### config.mk
export PLATFORM = sky130hd
export DESIGN_NAME = radix2_div_core
export DESIGN_NICKNAME = d
export VERILOG_FILES = /design/src/rtl/div_pkg.sv /design/src/rtl/div_step.sv /design/src/rtl/radix2_div_core.sv
export SDC_FILE = /design/constraint.sdc
export NUM_CORES = 1
export LEC_CHECK = 0
export CELL_PAD_IN_SITES_DETAIL_PLACEMENT = 1
export CELL_PAD_IN_SITES_GLOBAL_PLACEMENT = 2
export CORE_MARGIN = 4
export CORE_UTILIZATION = 29
export DETAILED_ROUTE_END_ITERATION = 10
export PLACE_DENSITY_LB_ADDON = 0.1
export SETUP_SLACK_MARGIN = 0.5
export SYNTH_ARGS = -nofsm -noshare
export SYNTH_HDL_FRONTEND = slang
export SYNTH_SLANG_ARGS = --single-unit
### constraint.sdc
create_clock -name CLK -period 2.7 [get_ports CLK]
set_clock_uncertainty 0.05 [all_clocks]
set_input_delay 0.27 -clock CLK [delete_from_list [all_inputs] [get_ports CLK]]
set_output_delay 0.27 -clock CLK [all_outputs]
set_load 0.1 [all_outputs]
### src/rtl/div_pkg.sv
// Shared definitions for the radix-2 divider core and its host divider_unit.
//   div_state_e : core FSM states
//   div_op_e    : operation encodings, so the host and the core agree on DIV/DIVU/REM/REMU
package div_pkg;

  typedef enum logic [1:0] {
    ST_IDLE  = 2'd0,
    ST_CALC  = 2'd1,
    ST_FIXUP = 2'd2,
    ST_DONE  = 2'd3
  } div_state_e;

  typedef enum logic [1:0] {
    OP_DIV  = 2'd0,
    OP_DIVU = 2'd1,
    OP_REM  = 2'd2,
    OP_REMU = 2'd3
  } div_op_e;

endpackage

### src/rtl/div_step.sv
// Single combinational restoring-division step.
//   rem_i     : partial remainder (magnitude, MW bits)
//   dvd_bit_i : next dividend bit shifted into the remainder
//   dvsr_i    : divisor magnitude (MW bits)
//   rem_o     : next partial remainder
//   q_o       : resolved quotient bit
module div_step #(
  parameter int unsigned MW = 33
) (
  input  logic [MW-1:0] rem_i,
  input  logic          dvd_bit_i,
  input  logic [MW-1:0] dvsr_i,
  output logic [MW-1:0] rem_o,
  output logic          q_o
);

  logic [MW:0] shifted;

  always_comb begin
    shifted = {rem_i, dvd_bit_i};
    q_o     = (shifted >= {1'b0, dvsr_i});
    // When the trial subtraction succeeds the true difference is below the
    // divisor, so the low MW bits of a modulo-2^MW subtract are exact.
    rem_o   = q_o ? (shifted[MW-1:0] - dvsr_i) : shifted[MW-1:0];
  end

endmodule

### src/rtl/radix2_div_core.sv
// Iterative restoring radix-2 divider with valid/ready operand handshake.
//   CLK, nrst           : clock, synchronous active-low reset (overrides aclken)
//   aclken              : clock enable; 0 holds all state and outputs
//   s_axis_tvalid/tready: operand handshake, accepted only in IDLE
//   s_axis_dividend/divisor : WIDTH-bit operands
//   m_axis_dout_tvalid  : one enabled-cycle result pulse
//   m_axis_dout_tdata   : {quotient, remainder}
//   busy                : operation in CALC or FIXUP
module radix2_div_core
  import div_pkg::*;
#(
  parameter int unsigned WIDTH          = 32,
  parameter int unsigned SIGNED         = 0,
  parameter int unsigned BITS_PER_CYCLE = 1
) (
  input  logic               CLK,
  input  logic               nrst,
  input  logic               aclken,
  input  logic               s_axis_tvalid,
  output logic               s_axis_tready,
  input  logic [WIDTH-1:0]   s_axis_dividend,
  input  logic [WIDTH-1:0]   s_axis_divisor,
  output logic               m_axis_dout_tvalid,
  output logic [2*WIDTH-1:0] m_axis_dout_tdata,
  output logic               busy
);

  localparam int unsigned MW    = WIDTH + 1;
  localparam int unsigned STEPS = WIDTH / BITS_PER_CYCLE;
  localparam int unsigned CW    = $clog2(STEPS + 1);
  localparam logic [WIDTH-1:0] MIN_NEG = {1'b1, {(WIDTH-1){1'b0}}};

  div_state_e         state_q, state_d;
  logic [CW-1:0]      cnt_q, cnt_d;
  logic [MW-1:0]      rem_q, rem_d;
  logic [WIDTH-1:0]   quo_q, quo_d;       // dividend bits shift out, quotient bits shift in
  logic [MW-1:0]      dvsr_q, dvsr_d;
  logic [WIDTH-1:0]   dvd_q, dvd_d;       // original dividend for the special cases
  logic               neg_quo_q, neg_quo_d;
  logic               neg_rem_q, neg_rem_d;
  logic               dvsr_zero_q, dvsr_zero_d;
  logic               ovf_q, ovf_d;
  logic [2*WIDTH-1:0] tdata_q, tdata_d;

  logic               sgn;
  logic               a_neg, b_neg;
  logic [MW-1:0]      dvsr_ext;
  logic [WIDTH-1:0]   quo_fix, rem_fix;

  logic [MW-1:0]      rem_c [BITS_PER_CYCLE+1];
  logic [WIDTH-1:0]   quo_c [BITS_PER_CYCLE+1];

  assign sgn      = (SIGNED != 0);
  assign a_neg    = sgn & s_axis_dividend[WIDTH-1];
  assign b_neg    = sgn & s_axis_divisor[WIDTH-1];
  assign dvsr_ext = {b_neg, s_axis_divisor};

  assign rem_c[0] = rem_q;
  assign quo_c[0] = quo_q;

  for (genvar i = 0; i < BITS_PER_CYCLE; i++) begin : g_step
    logic q_bit;
    div_step #(.MW(MW)) u_step (
      .rem_i    (rem_c[i]),
      .dvd_bit_i(quo_c[i][WIDTH-1]),
      .dvsr_i   (dvsr_q),
      .rem_o    (rem_c[i+1]),
      .q_o      (q_bit)
    );
    assign quo_c[i+1] = {quo_c[i][WIDTH-2:0], q_bit};
  end

  always_comb begin
    state_d     = state_q;
    cnt_d       = cnt_q;
    rem_d       = rem_q;
    quo_d       = quo_q;
    dvsr_d      = dvsr_q;
    dvd_d       = dvd_q;
    neg_quo_d   = neg_quo_q;
    neg_rem_d   = neg_rem_q;
    dvsr_zero_d = dvsr_zero_q;
    ovf_d       = ovf_q;
    tdata_d     = tdata_q;
    quo_fix     = neg_quo_q ? ('0 - quo_q) : quo_q;
    rem_fix     = neg_rem_q ? ('0 - rem_q[WIDTH-1:0]) : rem_q[WIDTH-1:0];

    unique case (state_q)
      ST_IDLE: begin
        if (s_axis_tvalid) begin
          dvd_d       = s_axis_dividend;
          quo_d       = a_neg ? ('0 - s_axis_dividend) : s_axis_dividend;
          dvsr_d      = b_neg ? ('0 - dvsr_ext) : dvsr_ext;
          neg_quo_d   = a_neg ^ b_neg;
          neg_rem_d   = a_neg;
          dvsr_zero_d = (s_axis_divisor == '0);
          ovf_d       = sgn && (s_axis_dividend == MIN_NEG) && (s_axis_divisor == '1);
          rem_d       = '0;
          cnt_d       = CW'(STEPS);
          state_d     = ST_CALC;
        end
      end
      ST_CALC: begin
        // The counter is checked before stepping, so the empty-counter edge
        // is the CALC->FIXUP transition.
        if (cnt_q == '0) begin
          state_d = ST_FIXUP;
        end else begin
          rem_d = rem_c[BITS_PER_CYCLE];
          quo_d = quo_c[BITS_PER_CYCLE];
          cnt_d = cnt_q - 1'b1;
        end
      end
      ST_FIXUP: begin
        if (dvsr_zero_q) begin
          quo_fix = '1;
          rem_fix = dvd_q;
        end else if (ovf_q) begin
          quo_fix = dvd_q;
          rem_fix = '0;
        end
        tdata_d = {quo_fix, rem_fix};
        state_d = ST_DONE;
      end
      ST_DONE: begin
        state_d = ST_IDLE;
      end
      default: state_d = ST_IDLE;
    endcase
  end

  always_ff @(posedge CLK) begin
    if (!nrst) begin
      state_q     <= ST_IDLE;
      cnt_q       <= '0;
      rem_q       <= '0;
      quo_q       <= '0;
      dvsr_q      <= '0;
      dvd_q       <= '0;
      neg_quo_q   <= 1'b0;
      neg_rem_q   <= 1'b0;
      dvsr_zero_q <= 1'b0;
      ovf_q       <= 1'b0;
      tdata_q     <= '0;
    end else if (aclken) begin
      state_q     <= state_d;
      cnt_q       <= cnt_d;
      rem_q       <= rem_d;
      quo_q       <= quo_d;
      dvsr_q      <= dvsr_d;
      dvd_q       <= dvd_d;
      neg_quo_q   <= neg_quo_d;
      neg_rem_q   <= neg_rem_d;
      dvsr_zero_q <= dvsr_zero_d;
      ovf_q       <= ovf_d;
      tdata_q     <= tdata_d;
    end
  end

  always_comb begin
    s_axis_tready      = (state_q == ST_IDLE);
    m_axis_dout_tvalid = (state_q == ST_DONE);
    busy               = (state_q == ST_CALC) || (state_q == ST_FIXUP);
    m_axis_dout_tdata  = tdata_q;
  end

endmodule

# Word level (Yosys, flattened, before mapping)
# Cells that the tools add are included.
[word_totals]
elab_cells = 41
ff_bits = 202
[classes]
eq_ne = 6
order_cmp = 1
mux = 15
n_reduce_logical = 9
addsub = 2
[op_table]
columns = ["op", "n"]
rows = [
  ["32-bit 2-to-1 mux", 4],
  ["33-bit 2-to-1 mux", 3],
  ["33-bit one-hot mux with 2 select lines", 1],
  ["32-bit one-hot mux with 2 select lines", 1],
  ["34-bit by 32-bit greater-or-equal comparator with 1-bit output", 1],
  ["33-bit by 32-bit subtractor with 33-bit output", 1],
  ["32-bit logical NOT", 1],
  ["6-bit 2-to-1 mux", 2],
  ["6-bit one-hot mux with 2 select lines", 1],
  ["2-bit one-hot mux with 4 select lines", 1],
  ["6-bit logical NOT", 1],
  ["2-bit != test, second input constant", 3],
  ["3-bit AND reduction", 2],
  ["6-bit by 1-bit subtractor with 6-bit output, second input constant", 1],
  ["2-bit equality test, second input constant", 2],
  ["2-bit 2-to-1 mux", 2],
  ["4-bit AND reduction", 1],
  ["2-bit by 1-bit equality test with 1-bit output, second input constant", 1],
  ["2-bit logical NOT", 1],
  ["2-bit AND reduction", 1],
  ["2-bit nonzero test", 1],
  ["1-bit logical OR", 1],
]

# Logic depth before layout (Yosys ltp)
# Gate-level depths: netlist of the first run.
[logic_depth]
ltp_word = 4
ltp_mapped = 14

# Hierarchy
# A second synthesis of the first run with hierarchy kept.
[unflattened]
cells_unflattened = 1310
hier_area_um2 = 11150.7
[by_module_without_submodules]
columns = ["mod", "n_inst", "seq_area_each_um2", "cells_each", "area_each_um2"]
rows = [
  ["radix2_div_core", 1, 4043.9, 944, 8760.9],
  ["div_step", 1, 0.0, 366, 2389.8],
]

# Worst setup path after synthesis of the first run
# Ideal clock, no wire load.
[synth_path]
kind = "register to register"
start = "register quo_q[31]"
end = "register rem_q[23]"
synth_period_minus_slack_ns = 2.795
setup_time_ns = 0.059
path_buffers = 1
path_slack_ns = -0.095
stages_incl_launch_ff = 14
t_arrival_ns = 2.686
cell_sequence = "dfxtp_1 -> inv_1 -> ha_1 -> fa_1 -> nand2b_1 -> a211oi_1 -> nor3_2 -> o211ai_2 -> a21oi_1 -> o21ba_1 -> buf_6 -> or3b_1 -> a21oi_1 -> a221o_1"
[synth_between]
elab_chain_cells = 4
[synth_rtl]
columns = ["element", "line", "source"]
rows = [
  ["from (decl)", "radix2_div_core.sv:36", "logic [WIDTH-1:0] quo_q, quo_d;"],
  ["from (signal assigned)", "radix2_div_core.sv:149", "quo_q <= quo_d;"],
  ["33-bit by 32-bit subtractor with 33-bit output / 34-bit by 32-bit greater-or-equal comparator with 1-bit output (equally long branches)", "div_step.sv:24, div_step.sv:21", ""],
  ["33-bit 2-to-1 mux (*)", "div_step.sv:24", "rem_o = q_o ? (shifted[MW-1:0] - dvsr_i) : shifted[MW-1:0];"],
  ["33-bit 2-to-1 mux (*)", "radix2_div_core.sv:106", "if (cnt_q == '0) begin"],
  ["33-bit one-hot mux with 2 select lines (*)", "radix2_div_core.sv:88", "unique case (state_q)"],
  ["to (signal assigned)", "radix2_div_core.sv:148", "rem_q <= rem_d;"],
  ["to (decl)", "radix2_div_core.sv:35", "logic [MW-1:0] rem_q, rem_d;"],
]
# Every way passes the cells marked *; elsewhere a longest branch is shown, timed or not. The select of a mux whose other input is x is not followed.
# A chain may end at the register's enable or synchronous reset.

# Final worst setup path of the first run
[layout_path]
start = "register dvsr_q[0]"
end = "register rem_q[8]"
[layout_between]
elab_chain_cells = 4
[layout_rtl]
columns = ["element", "line", "source"]
rows = [
  ["from (decl)", "radix2_div_core.sv:37", "logic [MW-1:0] dvsr_q, dvsr_d;"],
  ["from (signal assigned)", "radix2_div_core.sv:150", "dvsr_q <= dvsr_d;"],
  ["33-bit by 32-bit subtractor with 33-bit output / 34-bit by 32-bit greater-or-equal comparator with 1-bit output (equally long branches)", "div_step.sv:24, div_step.sv:21", ""],
  ["33-bit 2-to-1 mux (*)", "div_step.sv:24", ""],
  ["33-bit 2-to-1 mux (*)", "radix2_div_core.sv:106", ""],
  ["33-bit one-hot mux with 2 select lines (*)", "radix2_div_core.sv:88", ""],
]
# Marks and branches as above.

==> results.md, run 1 <==
Clock tree:
- Clock tree synthesis selected as its root buffer the cell sky130_fd_sc_hd__clkbuf_16.
- In this run, post-CTS hold repair placed 0 buffers.
- The clock passes through at most 3 buffers.
- In this run the number of H-tree levels came out at 1.
- The later pin in the worst-skew pair is clocked with a latency of 550 ps.
- The clock-pin slew on the worst setup and hold paths is 60 ps.
- The clock tree from TritonCTS is built.
- The number of clock buffers added by TritonCTS is 25.
- The clock drives 202 sinks.

Detailed routing:
- The first routing iteration left 343 violations.
- The wire length per cell is 18.7 um.
- The number of optimization iterations in the first detailed-route pass is 4.
- The post-detailed-route via-to-cell ratio is 4.93.
- In this run the remaining antenna-violating nets after routing total 0.
- The post-route DRC violation count is 0.
- Wires add up to 35.6 mm.
- The via count of the routed design is 9381.

STA:
- The count of endpoints failing setup in the final report is 11.
- The share of the cycle needed by the critical path after routing is 1.01.
- The least setup slack across all paths after layout is -36.0 ps.
- The final count of hold timing violations came to 0.
- At the pin with the least slew margin, the transition time is 616 ps.
- In this run the tightest slew margin relative to its limit is 0.589.
- The time the worst path needs with I/O delays and setup is 2740 ps.
- The number of max-slew violations in the final report is 0.
- Setup repair after global routing could not meet its margin everywhere.
- Derived from the worst setup path, the maximum achievable clock frequency is 366 MHz.

Synthesis:
- The total number of yosys warnings is 0.
- The number of nets in the synthesized netlist is 1336.
- Yosys mapped a number of flops with a built-in enable equal to 0.
- After synthesis, the netlist uses 64 different library cells.
- In the synthesized netlist the async set-or-reset flop fraction comes to 0.
- The mean area per synthesized cell is 8.09 um2.
- Counting every instance in the synthesized netlist gives 1229.
- Among all flip-flop cells after synthesis, the most frequent one is sky130_fd_sc_hd__dfxtp_1.
- The total of flip-flops plus latches after synthesis is 202.
- The share of the yosys chip area belonging to registers is 0.407.
- The cell area after synthesis is 0.00995 mm2.

Worst setup path:
- Measured in cells, the most critical reg-to-reg path has a length of 12.
- The critical path goes through ha_4 -> fa_2 -> nand2b_4 -> a211oi_4 -> nor3_4 -> o211ai_2 -> a21oi_2 -> o21ba_2 -> clkbuf_16 -> nand2_1 -> o21ai_2 -> a22o_1.
- The setup check on the worst reg-to-reg path leaves a slack of -40 ps.
- The critical path is of the reg -> reg type.
- The element type at the critical path start is a flop.
- The startpoint of the most critical setup path is dvsr_q[0].
- The worst endpoint required time is 3090 ps.
- The arrival time at the worst endpoint is 3130 ps.
- The critical-path maximum fanout is 9.
- The largest stage delay on the critical path is 360 ps.
- The startpoint identified for the worst register-to-register timing path is dvsr_q[0].
- The worst setup path is captured at a flop.
- For this design, the slowest cell found on the critical path is sky130_fd_sc_hd__dfxtp_1.

Floorplanning:
- From left edge to right edge, the die measures 193 um.
- The die is 193 um tall.
- The row count is 67.
- The starting density of the core is 0.295.
- The core region is 0.0337 mm2.
- The area of the die is 0.0373 mm2.
- During I/O placement, the number of pins put on the boundary was 135.

Global routing:
- The number of global-route vias before repair is 9415.
- The initial antenna violation count is 0.
- The total overflow left after global routing is 0.
- The first global-routing pass estimated 54.2 mm of wire.
- The overall routing resource usage is 0.183.
- Entering global routing, the biggest net connects 129 pins.

Cells and area:
- The total inserted antenna cells is 0.
- Of the cells placed in the final design, the portion with a size suffix greater than 1 is 0.249.
- The library cells used most frequently in the layout, excluding fill and tap cells, are sky130_fd_sc_hd__dfxtp_1, sky130_fd_sc_hd__buf_4, sky130_fd_sc_hd__nand2_1.
- The count of non-filler cells in the finished layout is 1904.
- The area growth from synthesis to layout is 41.5%.
- The most common cell after layout, fill and taps aside is sky130_fd_sc_hd__dfxtp_1.
- After the last flow step, the layout net total stands at 1545.

Hold path:
- The worst hold path begins at s_axis_divisor[11].
- The worst hold path was traced through 3 stages.
- The worst hold path belongs to the class in -> reg.

Pwr:
- The analysis attributes to cell leakage a power of 5.36 nW.
- Summing internal, switching and leakage power gives 9.80 mW.
- The highest ir drop seen on vdd is 469 uV.
- In this run the power density over the cells is 696 mW/mm2.

Placement:
- Summed over all nets, the half-perimeter wirelength after detailed placement is 24.7 mm.
- The count of buffers inserted at the top-level ports is 134.
- The final RePlAce weighted congestion is 0.820.
- The number of placed instances with taps included is 1838.

Run:
- The tool flagged a number of max-cap violations equal to 0.

Run status:
- The flow ran to the end, but the final reports show violations.
- The checks that failed: setup timing.
synth_stat cells, drive strengths merged, types with 2 or more instances:
cell,number,area share
a2111oi,2,0.0019
a211o,2,0.0018
a211oi,98,0.074
a21o,16,0.012
a21oi,112,0.057
a22o,8,0.0070
a31oi,7,0.0044
a32oi,10,0.0088
and2,2,0.0013
and3,4,0.0030
buf,18,0.0097
clkbuf,64,0.024
dfxtp,202,0.41
ha,38,0.048
inv,40,0.015
mux2i,70,0.070
nand2,182,0.069
nand2b,6,0.0038
nand3,7,0.0035
nand4,4,0.0025
nor2,174,0.066
nor2b,5,0.0031
nor3,12,0.0065
nor3b,3,0.0023
nor4,13,0.0082
o211ai,6,0.0050
o21a,6,0.0045
o21ai,56,0.028
o21bai,3,0.0023
o31ai,3,0.0028
or2,2,0.0013
or3,7,0.0044
or4,3,0.0023
xnor2,13,0.011
xor2,16,0.014
metal layers:
layer	GRT usage	vias up	wire [um]
li1	-	4743	-
met1	0.270	4441	17600
met2	0.289	154	15900
met3	0.0236	43	1460
met4	0.0346	0	587
met5	0	-	0
cell type report:
class | instances | area, um2
clock inverter | 12 | 155
tap | 448 | 561
multi-input combinational | 905 | 6080
sequential | 202 | 4060
clock buffer | 33 | 706
fill | 3946 | 19600
timing repair buffer | 263 | 2360
inverter | 41 | 156
through the flow:
| step | hold WS (ps) | setup WS [ps] | utilization | setup TNS, ps | instance area [um2] |
|---|---|---|---|---|---|
| floorplan | 356 | 132 | - | 0 | 10100 |
| global placement | 391 | -189 | 0.368 | -484 | 12400 |
| detailed placement | 399 | -273 | 0.368 | -1190 | 12400 |
| CTS | 235 | -6.07 | 0.409 | -6.07 | 13800 |
| global route | 250 | -141 | 0.418 | -3410 | 14100 |
| finish | 256 | -36.0 | 0.418 | -206 | 14100 |
path summary, 6_finish.rpt:
kind,endpoint
worst max-delay path,rem_q[8]
worst min-delay path,dvsr_q[11]
worst max register to register,rem_q[8]
worst min register to register,dvsr_q[16]
repair_timing:
| action | CTS | global route |
|---|---|---|
| pin swaps | 20 | 17 |
| resized for setup | 89 | 31 |
| gates cloned | 2 | 5 |
| buffers inserted | 7 | 7 |
| setup endpoints to repair | 34 | 66 |
sequential cells by signal (all words and copies together) (netlist names):
signal             cells
m_axis_dout_tdata     64
rem_q                 33
dvd_q                 32
dvsr_q                32
quo_q                 32
cnt_q                  6
state_q                2
dvsr_zero_q            1
where the power goes:
group          internal (mW)  total, mW  switching [mW]
combinational           1.25       2.99            1.74
clock                   2.13       3.52            1.40
sequential              3.16       3.29           0.128
worst max-delay path, delay by kind of cell, from the launching register on:
kind,cells,cell delay [ps]
flip-flops,1,360
adder cells (fa/ha/maj),2,520
AND/OR/NAND/NOR,3,320
AO/OA/AOI/OAI,6,1170
buffers and inverters,1,210
logic make-up (layout without fill, tap and decap cells):
family                   count (synthesis)  after routing  share of synthesized area
AND/OR/NAND/NOR                        429            429                      0.181
AO/OA/AOI/OAI                          337            338                      0.217
flip-flops                             202            202                      0.407
buffers and inverters                  123            349                     0.0493
multiplexers                            70             70                     0.0704
adder cells (fa/ha/maj)                 39             39                     0.0498
XOR/XNOR                                29             29                     0.0255
Note: power is estimated with default switching activity, not from simulation.
==> inputs of run 2 (changes only) <==
--- a/config.mk
+++ b/config.mk
@@ -7,7 +7,6 @@
 export LEC_CHECK = 0
 export CELL_PAD_IN_SITES_DETAIL_PLACEMENT = 1
 export CELL_PAD_IN_SITES_GLOBAL_PLACEMENT = 2
-export CORE_MARGIN = 4
 export CORE_UTILIZATION = 29
 export DETAILED_ROUTE_END_ITERATION = 10
 export PLACE_DENSITY_LB_ADDON = 0.1
==> run 2 against run 1 <==
Net effect:
- the run still ends with setup timing left
- wire length is 0.83% lower
- critical path type unchanged
- worst setup slack worse by 25 ps
- highest routed layer unchanged
- die area shrank 6.1%
- final area grew 3.6%
- final cell count rose by 1.1%
- register-to-register slack worse by 20 ps
==> results.md, run 2 (same netlist as run 1, synthesis figures left out) <==
Worst setup path:
- The element type at the critical path start is a flop.
- The largest stage delay on the critical path is 340 ps.
- For this design, the slowest cell found on the critical path is sky130_fd_sc_hd__dfxtp_2.
- Walking the worst path, the cells encountered are inv_2 -> ha_4 -> fa_2 -> nand2b_4 -> a211oi_2 -> nor3_2 -> o211ai_2 -> a21oi_2 -> buf_4 -> o21ba_4 -> buf_12 -> nor3_4 -> a21oi_2 -> o21ai_1.
- The type of destination of the critical path is a flop.
- In this design, the critical path's most frequently occurring cell is sky130_fd_sc_hd__a21oi_2.
- The critical path class is reg -> reg.
- For the worst setup path, the data required time is 3120 ps.
- The arrival time at the worst endpoint is 3180 ps.
- Of all nets on the critical path, the largest fanout is 6.

STA:
- Derived from the worst setup path, the maximum achievable clock frequency is 362 MHz.
- The transition time at the pin with the least slew margin is 631 ps.
- The number of max-slew violations in the final report was 0.
- The time the worst path needs with I/O delays and setup is 2760 ps.
- Setup repair after global routing could not meet its margin everywhere.
- In the finished design, the share of the clock period the worst path needs comes to 1.02.
- The worst-case headroom to the max-slew limit is 0.578.
- Setup violations remaining at the end of the flow were counted as 6.
- The least setup slack across all paths after layout is -60.5 ps.
- The final count of hold timing violations is 0.

Detailed routing:
- The routed design has 35.3 mm of wire.
- Dividing the detail-routed wire length by the instance count gives 18.3 um.
- The routed layout has 9449 vias.
- Dividing the detail-routed via count by the number of cells gives 4.91.
- For this run, design rule violations remaining after detail routing come to 0.
- After the first detailed-routing iteration, the DRC count stood at 361.
- The first detailed-routing pass took 5 iterations.
- The count of nets left with antenna violations once routing finished came out at 0.

Pwr:
- In this run the static leakage power is 5.58 nW.
- The power density relative to cell area is 704 mW/mm2.
- VDD sags by at most 470 uV.

Global routing:
- The initial antenna violation count is 0.
- The pin count of the biggest net entering global routing is 68.
- The first global-routing pass estimated 54.9 mm of wire.
- The final global-route overflow total is 0.
- The number of global-route vias before repair is 9609.
- The overall routing resource usage is 0.197.

Clock tree:
- The clock tree from TritonCTS is built.
- The number of H-tree levels is 1.
- The latest clock arrival within the worst-skew pair is 550 ps.
- Clock-pin slew was measured on the worst setup and hold paths at 50 ps.
- The total clock buffers created by CTS is 27.
- The number of sinks handled by clock tree synthesis is 202.
- The tree is rooted in a sky130_fd_sc_hd__clkbuf_16.
- The clock passes through at most 3 buffers.

Cells and area:
- In the layout the commonest cells are sky130_fd_sc_hd__dfxtp_1, sky130_fd_sc_hd__buf_4, sky130_fd_sc_hd__nand2_1, sky130_fd_sc_hd__nor2_1, sky130_fd_sc_hd__a211oi_1.
- For this run, the post-layout net count is 1566.
- The register with the most flip-flops in the layout has 64 of them.
- The repair_antennas step left the layout with diodes totalling 0.
- The post-synthesis to final-layout area growth is 46.6%.
- The layout has 3880 filler cells.
- Of the cells placed in the final design, the portion with a size suffix greater than 1 is 0.276.
- The final non-filler cell area is 0.0146 mm2.

Placement:
- Timing analysis after detailed placement gives a worst setup slack of -104 ps.
- The placed instances occupy a cell area of 0.0124 mm2.
- After legalization and detailed placement, the total HPWL measured 24.2 mm.
- The congestion estimate from routability-driven global placement came to 0.839.
- Input and output buffers added on the ports amount to 134.

Floorplanning:
- The area of the die is 0.0350 mm2.
- The vertical extent of the die is 187 um.
- For this configuration, the core starts out at a cell density of 0.296.
- The total I/O pin count is 135.
- Row generation in the floorplan step produced 67 rows.
- The floorplan die width is 187 um.
- The standard cell core area is 0.0336 mm2.

Run status:
- The run finished, with violations left.
- The final reports fail on setup timing.

Run:
- The max-cap check violation count is 0.

Hold path:
- The path class of the lowest-slack min-delay path is in -> reg.
run 2: repair_timing:
action	4_1_cts	5_1_grt
hold buffers	0	0
cloned	9	2
pin swaps	49	23
endpoints found under the setup margin	34	66
resized for setup	123	52
buffers inserted	16	7
run 2: final cells by class:
class | count | area, um2 | share of cell area
Multi-Input combinational cell | 906 | 6290 | 0.431
Tap cell | 448 | 561 | 0.0385
Sequential cell | 202 | 4070 | 0.279
Clock inverter | 8 | 105 | 0.00721
Clock buffer | 39 | 791 | 0.0542
Inverter | 41 | 156 | 0.0107
Timing Repair Buffer | 281 | 2610 | 0.179
run 2: path summary, 6_finish.rpt:
kind                                          from    endpoint  slack, ps  cells after the start
worst min register to register          dvsr_q[17]  dvsr_q[17]        400                      2
worst max-delay path                     quo_q[31]    rem_q[7]        -60                     14
worst max register to register           quo_q[31]    rem_q[7]        -60                     14
worst min-delay path            s_axis_divisor[23]  dvsr_q[23]        240                      3
run 2: where the power goes:
part	switching, mW	internal, mW	total (mW)
clock	1.40	2.21	3.62
combinational	1.84	1.51	3.35
sequential	0.129	3.17	3.30
total	3.37	6.89	10.3
run 2: routing by layer:
| metal | wire (um) | vias to the layer above | GRT usage |
|---|---|---|---|
| li1 | - | 4788 | - |
| met1 | 17800 | 4475 | 0.284 |
| met2 | 15700 | 153 | 0.312 |
| met3 | 1130 | 33 | 0.0253 |
| met4 | 640 | 0 | 0.0438 |
| met5 | 0 | - | 0 |
run 2: through the flow:
step	utilization	instances	total power [mW]	setup TNS [ps]	hold WS [ps]
2_1_floorplan	-	1229	4.94	0	356
4_1_cts	0.423	1916	10.2	-26.4	220
6_report	0.434	1925	10.3	-92.8	242
3_3_place_gp	0.370	1844	5.70	-2510	391
5_1_grt	0.434	1925	10.7	-971	249
3_5_place_dp	0.370	1844	5.72	-1650	397
run 2: critical path: cells and delay by family, from the launching register on:
kind	cells	cell delay [ps]
buffers and inverters	3	370
and+or+nand+nor	3	430
adders and majority gates	2	490
DFF	1	340
AOI/OAI and AO/OA	6	990
